[src/rtl/serial_adder_pkg.sv]
// Shared types and helpers for the bit-serial adder.
package serial_adder_pkg;

  typedef enum logic [1:0] {
    IDLE = 2'd0,
    RUN  = 2'd1,
    DONE = 2'd2
  } state_e;

  // Bit counter width; a floor of one bit keeps tiny widths legal.
  function automatic int cnt_width(input int w);
    return (w < 2) ? 1 : $clog2(w);
  endfunction

endpackage

[src/rtl/fa_1bit.sv]
// Single-bit full adder, reused as the arithmetic core of the serial adder.
module fa_1bit (
  input  logic a,
  input  logic b,
  input  logic cin,
  output logic sum,
  output logic cout
);

  assign sum  = a ^ b ^ cin;
  assign cout = (a & b) | (cin & (a ^ b));

endmodule

[src/rtl/serial_adder.sv]
// Bit-serial WIDTH-bit adder: operands stream LSB-first through one fa_1bit.
// state | meaning: IDLE accept operands; RUN one bit per clock; DONE hold result
module serial_adder
  import serial_adder_pkg::*;
#(
  parameter int WIDTH = 8
) (
  input  logic             clk,
  input  logic             rst,
  input  logic             in_valid,
  output logic             in_ready,
  input  logic [WIDTH-1:0] in_a,
  input  logic [WIDTH-1:0] in_b,
  input  logic             in_cin,
  output logic             out_valid,
  input  logic             out_ready,
  output logic [WIDTH-1:0] out_sum,
  output logic             out_cout,
  output logic             out_ovf
);

  localparam int            CW   = cnt_width(WIDTH);
  localparam logic [CW-1:0] LAST = CW'(WIDTH - 1);

  state_e            state_q;
  logic [WIDTH-1:0]  a_q;
  logic [WIDTH-1:0]  b_q;
  logic [WIDTH-1:0]  sum_q;
  logic [WIDTH-1:0]  sum_d;
  logic              carry_q;
  logic              cmsb_q;
  logic [CW-1:0]     cnt_q;
  logic              fa_sum;
  logic              fa_cout;

  fa_1bit u_fa (
    .a   (a_q[0]),
    .b   (b_q[0]),
    .cin (carry_q),
    .sum (fa_sum),
    .cout(fa_cout)
  );

  assign sum_d = {fa_sum, sum_q[WIDTH-1:1]};

  always_ff @(posedge clk) begin
    if (rst) begin
      state_q <= IDLE;
      a_q     <= '0;
      b_q     <= '0;
      sum_q   <= '0;
      carry_q <= 1'b0;
      cmsb_q  <= 1'b0;
      cnt_q   <= '0;
    end else begin
      case (state_q)
        IDLE: begin
          if (in_valid) begin
            a_q     <= in_a;
            b_q     <= in_b;
            carry_q <= in_cin;
            cnt_q   <= '0;
            state_q <= RUN;
          end
        end
        RUN: begin
          a_q     <= a_q >> 1;
          b_q     <= b_q >> 1;
          sum_q   <= sum_d;
          carry_q <= fa_cout;
          // carry_q here is the carry into the MSB; the counter parks at LAST.
          if (cnt_q == LAST) begin
            cmsb_q  <= carry_q;
            state_q <= DONE;
          end else begin
            cnt_q <= cnt_q + CW'(1);
          end
        end
        DONE: begin
          if (out_ready) state_q <= IDLE;
        end
        default: state_q <= IDLE;
      endcase
    end
  end

  assign in_ready  = (state_q == IDLE);
  assign out_valid = (state_q == DONE);
  assign out_sum   = sum_q;
  assign out_cout  = carry_q;
  assign out_ovf   = cmsb_q ^ carry_q;

endmodule

[config.mk]
export PLATFORM = sky130hd
export DESIGN_NAME = serial_adder
export DESIGN_NICKNAME = d
export VERILOG_FILES = /design/src/rtl/serial_adder_pkg.sv /design/src/rtl/fa_1bit.sv /design/src/rtl/serial_adder.sv
export SDC_FILE = /design/constraint.sdc
export NUM_CORES = 1
export LEC_CHECK = 0
export ABC_AREA = 1
export CAP_MARGIN = 20
export CORE_MARGIN = 10
export CORE_UTILIZATION = 53
export DETAILED_ROUTE_END_ITERATION = 10
export PLACE_DENSITY = 0.83
export SYNTH_ARGS = -nofsm -noshare
export SYNTH_HDL_FRONTEND = slang
export SYNTH_SLANG_ARGS = --single-unit
[constraint.sdc]
create_clock -name clk -period 1.83 [get_ports clk]
set_input_delay 0.4575 -clock clk [delete_from_list [all_inputs] [get_ports clk]]
set_output_delay 0.4575 -clock clk [all_outputs]
set_load 0.02 [all_outputs]
After elaboration in Yosys (flattened, before gate mapping)
Cells that the tools add are included.

Register bits: 31. Output and inout port bits: 12.

$add $sub $neg: 1. Equality and inequality tests: 7. Muxes and demuxes: 13. Bitwise gates (word level): 6. Reductions and logical operators: 6.

Operators by type and width (number): one-hot mux 8 bit (2 select lines) (2); 2-to-1 mux 8 bit (2); 2-to-1 mux 2 bit (3); 2-to-1 mux 3 bit (2); inequality test 2 bit (second input constant) (3); one-hot mux 2 bit (3 select lines) (1); one-hot mux 3 bit (2 select lines) (1); AND reduction 3 bit (2); AND reduction 2 bit (2); adder 3 x 1 -> 3 bit (second input constant) (1); equality test 3 bit (second input constant) (1); bitwise XOR 1 bit (3); bitwise AND 1 bit (2); equality test 2 x 1 -> 1 bit (second input constant) (1); equality test 2 bit (second input constant) (1); logical NOT 2 bit (1); inequality test 2 x 1 -> 1 bit (second input constant) (1); one-hot mux 1 bit (2 select lines) (1); nonzero test 2 bit (1); 2-to-1 mux 1 bit (1); OR 1 bit (1).

Logic depth before layout (Yosys ltp)
Word-level depth: 4. Gate-level depth with buffers: 8. Gate-level depth less buffers: 7.

By module
Synthesis repeated with hierarchy kept, for this count alone.

Cell total of the unflattened synthesis: 218. Area, all modules: 1422.6 µm².

Modules (own cells, without submodules): serial_adder (instances 1, cells an instance 217, area each 1402.6 µm², seq. area each 620.6 µm²); fa_1bit (instances 1, cells an instance 1, area each 20.0 µm², seq. area each 0.0 µm²).

Worst setup path after synthesis
No wires, ideal clock.

Kind: register to output. Start: register carry_q (netlist: out_cout). End: output out_ovf. Arrival time: 0.906 ns. Data required time: 1.372 ns. Slack: 0.466 ns. Cell stages (with the launch flop): 2. Buffers on the path: 0. Cells stage by stage: dfxtp_1 > xor2_1.

Cells in the longest elaborated chain, start to end: 1.

Ends and longest elaborated chain: from (decl) (line serial_adder.sv:30) `logic carry_q;`; from (signal assigned) (line serial_adder.sv:61) `carry_q <= in_cin;`; from (signal assigned) (line serial_adder.sv:70) `carry_q <= fa_cout;`; bitwise XOR 1 bit (line serial_adder.sv:91) `assign out_ovf = cmsb_q ^ carry_q;`; to (decl) (line serial_adder.sv:19) `output logic out_ovf`.

No other way between the ends.

Final worst setup path
Start: register sum_q[6] (netlist: out_sum[6]). End: output out_sum[6].

RTL lines: from (decl) (line serial_adder.sv:28) `logic [WIDTH-1:0] sum_q;`; from (signal assigned) (line serial_adder.sv:69) `sum_q <= sum_d;`; to (decl) (line serial_adder.sv:17) `output logic [WIDTH-1:0] out_sum,`.

No word-level cell between the ends.

==> results.cfg <==
[cts]
cts_buffers = 5
cts_tree = built
insertion_delay_ps = 320
cts-root-buf = clkbuf_4
clkSlewWorstSetupHoldPaths_ps = 90
cts.sinks = 31
cts.path.max_buffers = 2
htree_levels = 2

[critical_path]
worstPathArrival_ps = 1300
cp-end-kind = output pin
slowest_stage = clkdlybuf4s50_1
critPathKind = reg -> out
worst-path-buf-inv = 1
start_kind = flop
slowest_delay_ps = 610
crit_chain = clkdlybuf4s50_1
crit_path_max_fanout = 3
critPathRequiredTime_ps = 1370
path_delay_family = buffers and inverters
reg2reg_slack_ps = 520

[finish]
nNetsFinal = 296
fin_cells = 304
diodes = 0
drive_above_1_share_pct = 7.69
syn2layout_area_growth_pct = 29.4

[synth]
synth_area_per_cell_um2 = 6.41
yosys_register_bits = 31
synth_area_leaders = dfxtp_1 41%, nand2_1 22%, nor2_1 14%
synthesis.nets = 259
ys_seq_area_share_pct = 41.2
yosysWarnings = 0
synth_area_leader_cell = dfxtp_1
synth_cells = 235
synth_top_cell_area_share_pct = 41.2
post_synth_num_cell_types = 20
syn_area_um2 = 1510

[drt]
dr.pass1.iters = 4
drc = 0
ant_nets = 0
routed_wl_mm = 3.07
first_iter_violations = 102
vias = 1384
drt-wirelength-per-cell_um = 10.1
via_per_inst = 4.55

[min_path]
worstHoldPathType = reg -> reg

[placement]
io_buffer_count = 32
place_ws_ps = 164
routabilityCongestion = 0.749
placed_cells_incl_taps = 296
hpwl_mm = 2.26

[floorplanning]
row_count = 19
boundaryPins = 33
die_w_um = 73.3
core-area_um2 = 2730
die_h_um = 73.3
die-area_um2 = 5370
start_util_pct = 55.1

[flow_run]
cap_violations = 0

[grt]
grt_use_total_pct = 12.1
grt_pass1_wl_mm = 5.38
grt_max_degree = 33
antenna_found_initial = 0
grt_overflow = 0
grt_pass1_vias = 1317

[sta]
finalCritPeriodShare_pct = 96.1
rsz0062_at_grt = false
report.final.slew_viol_count = 0
max_freq_mhz = 569
maxSlewHeadroom_pct = 83.4
period_needed_ps = 1760
finClkSkew_ps = 5.25
setup_violations = 0
finalHoldViolations = 0
tightest_slew_ps = 249
fin_setup_tns_ps = 0
finalWorstSetupSlack_ps = 71.3

[power]
ir_drop_v = 0.000590
power_mw = 1.54
p_leak_nw = 0.967
power_density_nw_per_um2 = 788

[outcome]
outcome = completed
kinds of logic (layout without fill, tap and decap cells):
kind of cell,Yosys count,count (layout),share of synthesized area [%]
AOI/OAI and AO/OA,14,14,4.90
xor gates and xnor gates,1,1,0.582
adders and majority gates,3,3,2.99
buffers and inverters,33,71,10.3
DFF,31,31,41.2
and+or+nand+nor,153,153,40.0
routing by layer:
metal | routed length (um) | GRT usage (%) | share of wire, %
met5 | 0 | 0 | 0
met4 | 47 | 4.97 | 1.5
met3 | 160 | 4.31 | 5.2
met2 | 1440 | 21.0 | 47
met1 | 1430 | 13.1 | 46
state kept, by name, summed over array words and instances, names as in the netlist:
| name | cells |
|---|---|
| out_sum | 8 |
| out_cout | 1 |
| cnt_q | 3 |
| cmsb_q | 1 |
| a_q | 8 |
| state_q | 2 |
| b_q | 8 |
power by group:
group	internal, mW	total (mW)	switching [mW]
clock network	0.226	0.450	0.224
registers	0.727	0.756	0.0290
logic	0.156	0.329	0.173
path summary, 6_finish.rpt:
path,from,endpoint,cells after the start
min reg2reg,b_q[7],b_q[7],2
min,b_q[7],b_q[7],2
max reg2reg,cnt_q[0],cnt_q[0],6
max,out_sum[6],out_sum[6],1
through the flow:
stage / cell area [um2] / util [%] / hold slack, ps
4_1_cts: 1950 / 71.2 / 482
6_report: 1950 / 71.3 / 478
3_5_place_dp: 1880 / 68.8 / 463
2_1_floorplan: 1510 / - / 433
3_3_place_gp: 1880 / 68.8 / 456
5_1_grt: 1950 / 71.3 / 498
cells in the final DEF, fill, tap and decap left out, drive strengths merged:
| cell type | instances |
|---|---|
| fa | 1 |
| nand2 | 88 |
| a21oi | 4 |
| clkbuf | 8 |
| ha | 2 |
| buf | 8 |
| nand3 | 6 |
| o21ai | 10 |
| clkdlybuf4s50 | 28 |
| dlygate4sd2 | 3 |
| nor2 | 59 |
| dfxtp | 31 |
| inv | 22 |
| clkinv | 1 |
| xor2 | 1 |
| dlymetal6s2s | 1 |
synthesized netlist by cell type:
cell / instances
nand2_1: 87
buf_4: 3
buf_6: 2
dfxtp_1: 31
inv_2: 1
fa_1: 1
nand2_4: 1
o21ai_2: 1
nor2_1: 56
a21oi_1: 4
o21ai_0: 9
buf_2: 4
nor2_2: 2
ha_1: 2
clkbuf_1: 1
nand3_1: 6
inv_1: 21
xor2_1: 1
nor2_4: 1
clkinv_1: 1
worst min-delay path, stage by stage, from the launching register on:
cell,delay [ps]
dfxtp_1,320
nand2_1,60
a21oi_1,50
final cells by class:
type,count,area [um2]
multi-input combinational,171,729
timing repair buffer,40,404
clock buffer,8,68.8
fill,247,786
inverter,23,86.3
tap,31,38.8
sequential,31,621
repair_timing:
item,CTS,global route
endpoints found under the setup margin,3,1
resized for setup,3,1
setup buffers,0,0
hold buffers,0,0
No activity file was read; power rests on OpenSTA's default activity.
